$ cat src/rtl/draw_menu_if.sv
// vga_if: one VGA timing/pixel stream as produced by the timing generator.
//   hcount/vcount : 11-bit pixel counters (1344x806 total, 1024x768 active)
//   hsync/vsync   : sync pulses
//   hblnk/vblnk   : blanking flags
//   rgb           : {r,g,b}, 4 bits each
// The "source" modport drives the stream. The "sink" modport receives it.
interface vga_if;
  logic [10:0] hcount;
  logic [10:0] vcount;
  logic        hsync;
  logic        vsync;
  logic        hblnk;
  logic        vblnk;
  logic [11:0] rgb;

  modport source (output hcount, vcount, hsync, vsync, hblnk, vblnk, rgb);
  modport sink   (input  hcount, vcount, hsync, vsync, hblnk, vblnk, rgb);
endinterface

$ cat src/rtl/draw_menu.sv
// draw_menu: overlays the scaled title/menu picture on a VGA stream.
//   clk        : pixel clock, all logic on the rising edge
//   rst        : synchronous, active-high reset
//   start_game : 1 = game running, the picture is suppressed (pass-through)
//   rgb_pixel  : image ROM data, valid one clock after pixel_addr
//   pixel_addr : image ROM address {y_img, x_img}
//   in         : incoming VGA stream
//   out        : the same stream delayed by exactly two clocks, with the picture applied
//
// Stage 1 registers the stream and issues the ROM address.
// Stage 2 registers the stream again. The ROM answers during stage 2, so the rgb
// select is a mux of the stage-2 copies and rgb_pixel. This keeps every field at
// the same two-clock latency.
module draw_menu #(
  parameter int IMG_W       = 128,
  parameter int IMG_H       = 96,
  parameter int SCALE_SHIFT = 3,
  parameter int ADDR_W      = 14
) (
  input  logic              clk,
  input  logic              rst,
  input  logic              start_game,
  input  logic [11:0]       rgb_pixel,
  output logic [ADDR_W-1:0] pixel_addr,
  vga_if.sink               in,
  vga_if.source             out
);

  localparam int          XW    = $clog2(IMG_W);
  localparam logic [10:0] X_MAX = 11'(IMG_W - 1);
  localparam logic [10:0] Y_MAX = 11'(IMG_H - 1);
  localparam logic [10:0] H_PIX = 11'(IMG_W << SCALE_SHIFT);
  localparam logic [10:0] V_PIX = 11'(IMG_H << SCALE_SHIFT);

  // Address generation. Image coordinates are saturated to the image size.
  // This keeps the address inside the ROM even during blanking.
  logic [10:0]       x_img;
  logic [10:0]       y_img;
  logic [10:0]       x_clamp;
  logic [10:0]       y_clamp;
  logic [ADDR_W-1:0] addr_next;
  logic              in_img_next;

  always_comb begin
    x_img       = in.hcount >> SCALE_SHIFT;
    y_img       = in.vcount >> SCALE_SHIFT;
    x_clamp     = (x_img > X_MAX) ? X_MAX : x_img;
    y_clamp     = (y_img > Y_MAX) ? Y_MAX : y_img;
    addr_next   = (ADDR_W'(y_clamp) << XW) | ADDR_W'(x_clamp);
    in_img_next = (in.hcount < H_PIX) && (in.vcount < V_PIX);
  end

  // Stage 1
  logic [10:0] s1_hcount;
  logic [10:0] s1_vcount;
  logic        s1_hsync;
  logic        s1_vsync;
  logic        s1_hblnk;
  logic        s1_vblnk;
  logic [11:0] s1_rgb;
  logic        s1_in_img;
  logic        s1_start;

  always_ff @(posedge clk) begin
    if (rst) begin
      s1_hcount  <= '0;
      s1_vcount  <= '0;
      s1_hsync   <= 1'b0;
      s1_vsync   <= 1'b0;
      s1_hblnk   <= 1'b0;
      s1_vblnk   <= 1'b0;
      s1_rgb     <= '0;
      s1_in_img  <= 1'b0;
      s1_start   <= 1'b0;
      pixel_addr <= '0;
    end else begin
      s1_hcount  <= in.hcount;
      s1_vcount  <= in.vcount;
      s1_hsync   <= in.hsync;
      s1_vsync   <= in.vsync;
      s1_hblnk   <= in.hblnk;
      s1_vblnk   <= in.vblnk;
      s1_rgb     <= in.rgb;
      s1_in_img  <= in_img_next;
      // start_game travels with its pixel, so a mid-frame switch lands on a pixel boundary.
      s1_start   <= start_game;
      pixel_addr <= addr_next;
    end
  end

  // Stage 2
  logic [10:0] s2_hcount;
  logic [10:0] s2_vcount;
  logic        s2_hsync;
  logic        s2_vsync;
  logic        s2_hblnk;
  logic        s2_vblnk;
  logic [11:0] s2_rgb;
  logic        s2_in_img;
  logic        s2_start;

  always_ff @(posedge clk) begin
    if (rst) begin
      s2_hcount <= '0;
      s2_vcount <= '0;
      s2_hsync  <= 1'b0;
      s2_vsync  <= 1'b0;
      s2_hblnk  <= 1'b0;
      s2_vblnk  <= 1'b0;
      s2_rgb    <= '0;
      s2_in_img <= 1'b0;
      s2_start  <= 1'b0;
    end else begin
      s2_hcount <= s1_hcount;
      s2_vcount <= s1_vcount;
      s2_hsync  <= s1_hsync;
      s2_vsync  <= s1_vsync;
      s2_hblnk  <= s1_hblnk;
      s2_vblnk  <= s1_vblnk;
      s2_rgb    <= s1_rgb;
      s2_in_img <= s1_in_img;
      s2_start  <= s1_start;
    end
  end

  // Colour select. rgb_pixel belongs to the pixel now in stage 2.
  // After reset every stage-2 flag is clear, so rgb is 0.
  logic [11:0] rgb_sel;

  always_comb begin
    rgb_sel = s2_rgb;
    if (s2_hblnk || s2_vblnk) begin
      rgb_sel = 12'h000;
    end else if (s2_start) begin
      rgb_sel = s2_rgb;
    end else if (s2_in_img) begin
      rgb_sel = rgb_pixel;
    end
  end

  assign out.hcount = s2_hcount;
  assign out.vcount = s2_vcount;
  assign out.hsync  = s2_hsync;
  assign out.vsync  = s2_vsync;
  assign out.hblnk  = s2_hblnk;
  assign out.vblnk  = s2_vblnk;
  assign out.rgb    = rgb_sel;

endmodule

$ cat src/flat_wrapper.sv
// flat-port wrapper written by rule: the top's interface ports become plain ports
module draw_menu_flat 
#(
  parameter int IMG_W       = 128,
  parameter int IMG_H       = 96,
  parameter int SCALE_SHIFT = 3,
  parameter int ADDR_W      = 14
)
  (clk, rst, start_game, rgb_pixel, pixel_addr, in_hcount, in_vcount, in_hsync, in_vsync, in_hblnk, in_vblnk, in_rgb, out_hcount, out_vcount, out_hsync, out_vsync, out_hblnk, out_vblnk, out_rgb);
  vga_if in_i ();
  vga_if out_i ();
  input  logic clk;
  input  logic rst;
  input  logic start_game;
  input  logic [11:0] rgb_pixel;
  output logic [ADDR_W-1:0] pixel_addr;
  input wire logic [$bits(in_i.hcount)-1:0] in_hcount;
  input wire logic [$bits(in_i.vcount)-1:0] in_vcount;
  input wire logic [$bits(in_i.hsync)-1:0] in_hsync;
  input wire logic [$bits(in_i.vsync)-1:0] in_vsync;
  input wire logic [$bits(in_i.hblnk)-1:0] in_hblnk;
  input wire logic [$bits(in_i.vblnk)-1:0] in_vblnk;
  input wire logic [$bits(in_i.rgb)-1:0] in_rgb;
  output wire logic [$bits(out_i.hcount)-1:0] out_hcount;
  output wire logic [$bits(out_i.vcount)-1:0] out_vcount;
  output wire logic [$bits(out_i.hsync)-1:0] out_hsync;
  output wire logic [$bits(out_i.vsync)-1:0] out_vsync;
  output wire logic [$bits(out_i.hblnk)-1:0] out_hblnk;
  output wire logic [$bits(out_i.vblnk)-1:0] out_vblnk;
  output wire logic [$bits(out_i.rgb)-1:0] out_rgb;
  assign in_i.hcount = in_hcount;
  assign in_i.vcount = in_vcount;
  assign in_i.hsync = in_hsync;
  assign in_i.vsync = in_vsync;
  assign in_i.hblnk = in_hblnk;
  assign in_i.vblnk = in_vblnk;
  assign in_i.rgb = in_rgb;
  assign out_hcount = out_i.hcount;
  assign out_vcount = out_i.vcount;
  assign out_hsync = out_i.hsync;
  assign out_vsync = out_i.vsync;
  assign out_hblnk = out_i.hblnk;
  assign out_vblnk = out_i.vblnk;
  assign out_rgb = out_i.rgb;
  draw_menu #(.IMG_W(IMG_W), .IMG_H(IMG_H), .SCALE_SHIFT(SCALE_SHIFT), .ADDR_W(ADDR_W)) u_core (.clk(clk), .rst(rst), .start_game(start_game), .rgb_pixel(rgb_pixel), .pixel_addr(pixel_addr), .in(in_i), .out(out_i));
endmodule
$ cat config.mk
export PLATFORM = sky130hd
export DESIGN_NAME = draw_menu_flat
export DESIGN_NICKNAME = d
export VERILOG_FILES = /design/src/rtl/draw_menu_if.sv /design/src/rtl/draw_menu.sv /design/src/flat_wrapper.sv
export SDC_FILE = /design/constraint.sdc
export NUM_CORES = 1
export LEC_CHECK = 0
export CELL_PAD_IN_SITES_DETAIL_PLACEMENT = 0
export CELL_PAD_IN_SITES_GLOBAL_PLACEMENT = 1
export CORE_MARGIN = 5
export CORE_UTILIZATION = 34
export CTS_CLUSTER_SIZE = 8
export DETAILED_ROUTE_END_ITERATION = 7
export PLACE_DENSITY = 0.82
export SYNTH_ARGS = -nofsm -noshare
export SYNTH_HDL_FRONTEND = slang
export SYNTH_SLANG_ARGS = --single-unit
$ cat constraint.sdc
create_clock -name clk -period 1.38 [get_ports clk]
set_input_delay 0.207 -clock clk [delete_from_list [all_inputs] [get_ports clk]]
set_output_delay 0.207 -clock clk [all_outputs]
set_load 0.005 [all_outputs]
==> results.toml <==
[outcome]
status = "finished with violations"
violations = "negative setup slack"

[clocking]
cts_sinks = 94
h-tree-depth = 3
cts_tree = "yes"
cts_root_buf = "clkbuf_8"
clk_latency_ns = 0.35
clk_pin_slew_worst_paths_ns = 0.09
cts_buffer_depth = 2
numCtsBuffers = 9

[sta]
finalHoldViolCount = 0
max_freq_ghz = 0.627
relSlewSlack_pct = 74.7
setup_viol = 12
rsz0062_at_grt = "yes"
drv_slew = 0
hold_ws_ns = 0.219
worstMarginPinSlew_ns = 0.378
min_period_ns = 1.59
fin_ws_ns = -0.214
finClkSkew_ns = 0.00739
timing.final.crit_share_pct = 116

[global_route]
grt_use_total_pct = 12.0
grt_overflow_total = 0
first_global_vias = 1891
grt_pass1_wl_mm = 9.21
grt_max_degree = 38
antenna_found_initial = 0

[cells_and_area]
final_common_cell = "dfxtp_1"
drive_above_1_share_pct = 12.3
n_antenna_cell = 0
fin_nets = 415
areaGrowthSynthToFinish_pct = 49.1
final_cell_mix = "91 x dfxtp_1, 79 x nor2b_1, 51 x clkdlybuf4s50_1"
design_area_um2 = 4070

[setup_path]
worstPathArrival_ns = 1.39
crit_required_ns = 1.17
max_stage_delay_ns = 0.32
cp_max_fo = 6
critPathBufInv = 2
r2r_slack_ns = 0.85
ff2ff_path_depth = 1
r2r-end = "u_core.out.vcount[9]"
cp_slowest_cell = "dfxtp_2"
crit_path_start_kind = "register"
crit_chain = "and2b_2 > clkbuf_16 > nand2_1 > a21oi_2 > buf_2"
path_delay_family = "simple AND/OR/NAND/NOR gates"
worstSetupPathType = "reg -> out"
r2r-start = "u_core.s1_vcount[9]"
worstSetupEndpointType = "output port"

[synth]
yosysUniqueCellTypes = 14
synth_area_um2 = 2730
ys_ff_latch = 94
syn_area_per_cell_um2 = 10.7
syn_inst = 255
ys_warn_count = 0
synth_nets = 308
seq_area_frac_synth_pct = 68.9

[hold_path]
whs_path_depth = 2
min_from = "rst"
whs_endpoint = "u_core.pixel_addr[8]"
min-delay-path-class = "in -> reg"

[floorplanning]
die_y_um = 99.6
core_area_um2 = 7770
die_area_um2 = 9930
die_w_um = 99.6
core.rowCount = 32
io_pins = 105
start_util_pct = 35.2

[place]
dpl-instance-area_um2 = 3910
portBuffers = 104
gp_congestion = 0.686
post-dp-hpwl_mm = 4.00

[power_and_ir_drop]
leakage_nw = 1.80
powerDensity_nw_per_um2 = 1260
peakVddDrop_v = 0.000562

[job]
max_cap_viol_count = 0

[route]
postRouteAntennaNets = 0
drc_errors = 0
wl_per_cell_um = 11.7
vias_per_cell = 4.05
vias = 1900
drt-total-wl_mm = 5.49
drt_iter0_drc = 31
dr.pass1.iters = 4
synth_stat cells:
| cell | n | share of area (%) |
|---|---|---|
| dfxtp_1 | 94 | 69 |
| buf_4 | 1 | 0.27 |
| nand2b_1 | 1 | 0.23 |
| a21o_1 | 1 | 0.27 |
| buf_2 | 10 | 1.8 |
| a21oi_1 | 12 | 2.2 |
| nor2_1 | 26 | 3.6 |
| clkbuf_1 | 3 | 0.41 |
| and2_1 | 1 | 0.23 |
| or2_1 | 1 | 0.23 |
| nor2b_1 | 79 | 18 |
| and2b_1 | 1 | 0.27 |
| nand2_1 | 24 | 3.3 |
| nor3_1 | 1 | 0.18 |
worst max-delay path by stage:
stage,end,cells after the start,from,slack (ns)
2_1_floorplan,out_rgb[0],3,u_core.out.vblnk,0.33
3_3_place_gp,out_rgb[8],4,rgb_pixel[8],-0.20
3_5_place_dp,out_rgb[8],4,rgb_pixel[8],-0.20
4_1_cts,out_rgb[8],5,u_core.s2_start,-0.23
5_1_grt,out_rgb[0],5,u_core.s2_start,-0.30
6_report,out_rgb[10],5,u_core.s2_start,-0.21
power breakdown:
| group | leakage, nW | internal, W | switching, W | total (W) |
|---|---|---|---|---|
| clock | 0.103 | 0.000896 | 0.000926 | 0.00182 |
| sequential | 0.780 | 0.00284 | 0.0000259 | 0.00287 |
| combinational | 0.920 | 0.000289 | 0.000165 | 0.000453 |
| total | 1.80 | 0.00403 | 0.00112 | 0.00515 |
state kept, by name, summed over array words and instances, names as in the netlist, 11 cells and up:
register,count
u_core.s1_rgb,12
u_core.pixel_addr,14
u_core.out.hcount,11
u_core.s1_vcount,11
u_core.s2_rgb,12
u_core.out.vcount,11
u_core.s1_hcount,11
cells by family (layout without fill, tap and decap cells):
kind of cell / after synthesis / in the layout / synth area share, %
and+or+nand+nor: 134 / 134 / 26.1
DFF: 94 / 94 / 68.9
buffers and inverters: 14 / 126 / 2.52
AOI/OAI and AO/OA: 13 / 13 / 2.47
layout make-up:
class,instances,area [um^2]
clock buffer,10,138
clock inverter,6,68.8
fill,736,3690
multi-input combinational,147,807
sequential,94,1890
tap,102,128
timing repair buffer,110,1050
what timing repair did:
item	in CTS	in global routing
resized for setup	92	9
hold endpoints to repair	0	0
setup buffers	0	0
hold buffers	0	0
pin swaps	0	1
gates cloned	1	0
setup endpoints to repair	50	14
per-stage QoR:
step	worst slack [ns]	std cells	utilization (%)	setup TNS, ns	power, W
after global placement	-0.197	452	50.4	-2.06	0.00344
after global routing	-0.300	469	52.4	-3.20	0.00542
final	-0.214	469	52.4	-2.22	0.00515
after detailed placement	-0.201	452	50.4	-2.17	0.00344
after floorplan	0.330	255	-	0	0.00310
after CTS	-0.234	469	52.1	-2.59	0.00523
routing by layer:
layer	track usage, %	up-vias	routed length, um
met5	0	-	0
met4	6.20	0	106
met3	5.26	9	450
met2	20.5	55	2840
met1	12.4	849	2090
li1	-	987	-
Power figures use the tool's default switching activity.
==> RTL change (same settings) <==
Register the inputs `start_game` and `rgb_pixel` before use, without a reset. The logic sees them one clock later. The other inputs are not delayed to match.
--- a/src/rtl/draw_menu.sv
+++ b/src/rtl/draw_menu.sv
@@ -33,2 +33,10 @@
   localparam logic [10:0] V_PIX = 11'(IMG_H << SCALE_SHIFT);
+
+  logic start_game_q;
+  logic [11:0] rgb_pixel_q;
+
+  always_ff @(posedge clk) begin
+    start_game_q <= start_game;
+    rgb_pixel_q  <= rgb_pixel;
+  end
 
@@ -85,3 +93,3 @@
       // start_game travels with its pixel, so a mid-frame switch lands on a pixel boundary.
-      s1_start   <= start_game;
+      s1_start   <= start_game_q;
       pixel_addr <= addr_next;
@@ -136,3 +144,3 @@
     end else if (s2_in_img) begin
-      rgb_sel = rgb_pixel;
+      rgb_sel = rgb_pixel_q;
     end
Function: changed (Yosys sat finds a counterexample within 4 cycles, from zero or initial values and one cycle with rst high).
==> RTL change against the unedited design <==
- the run still ends with negative setup slack left
- clock power increased by 6%
- power up 10%
- die area grew 8.5%
- synthesized area grew 9.5%
- sequential cell count up 13
- worst setup slack got worse by 0.026 ns
- via count is 3.5% higher
- routed wire length grew 4.5%
- final area rose by 7.1%
- sequential share of layout area rose by 2.9 points
- critical endpoint unchanged
- largest cell class unchanged
- largest power group unchanged
==> RTL change: results (changes against the unedited design) <==
| Metric | Value |
|---|---|
| Met1 wire length | `2.36 mm (was 2.09 mm)` |
| Final setup viols | `12 (unchanged)` |
| Largest net degree at the start of global routing | `43 (was 38)` |
| Final WS setup | `-0.241 ns (was -0.214 ns)` |
| Clock buffers | `9 (was 10)` |
| Cells taking the most area after synthesis | `dfxtp_1 (72%), nor2b_1 (17%), nor2_1 (3.3%) (was dfxtp_1 (69%), nor2b_1 (18%), nor2_1 (3.6%))` |
| Final #Nets | `429 (was 415)` |
| First-pass GRT wire length | `9.39 mm (was 9.21 mm)` |
| Routed vias | `1967 (was 1900)` |
| Area of the multi-input gates | `837 um2 (was 807 um2)` |
| Detail Placement HPWL | `4.03 mm (was 4.00 mm)` |
| Total GRT Usage | `10.8% (was 12.0%)` |
| Syn_nets | `321 (was 308)` |
| DP Area | `4180 um2 (was 3910 um2)` |
| # fillers | `806 (was 736)` |
| Post-cts sizing count | `95 (was 92)` |
| Routed wl met2 | `2.79 mm (was 2.84 mm)` |
| Status | `complete, but fails checks (unchanged)` |
| Failing checks | `negative setup slack (unchanged)` |
| VDD IR-drop max | `0.000522 V (was 0.000562 V)` |
| Area share of buffers outside the clock network | `23.8% (was 25.7%)` |
| Place WS | `-0.206 ns (was -0.201 ns)` |
| Repair and plain buffers | `111 (was 110)` |
| Commonest cells in the netlist | `dfxtp_1 (107), nor2b_1 (79), nor2_1 (26), nand2_1 (24), a21oi_1 (12) (was dfxtp_1 (94), nor2b_1 (79), nor2_1 (26), nand2_1 (24), a21oi_1 (12))` |
| Leakage power | `1.91 nW (was 1.80 nW)` |
| Routing usage on met1 | `12.0% (was 12.4%)` |
[RTL change: path summary, 6_finish.rpt]
check,to,from,depth (start not counted)
max reg2reg,u_core.out.vcount[6]$_SDFF_PP0_,u_core.s1_vcount[6]$_SDFF_PP0_,1
min,u_core.pixel_addr[9]$_SDFF_PP0_,rst,2
max,out_rgb[10],u_core.s2_start$_SDFF_PP0_,5
min reg2reg,u_core.s2_rgb[3]$_SDFF_PP0_,u_core.s1_rgb[3]$_SDFF_PP0_,1
[RTL change: per-stage QoR]
step | cells | total power [W] | hold WS (ns) | TNS (ns)
2_1_floorplan | 268 | 0.00351 | 0.235 | 0
5_1_grt | 489 | 0.00596 | 0.253 | -3.34
3_5_place_dp | 472 | 0.00385 | 0.420 | -2.21
4_1_cts | 489 | 0.00575 | 0.227 | -2.66
6_report | 489 | 0.00566 | 0.235 | -2.52
3_3_place_gp | 472 | 0.00384 | 0.417 | -1.97
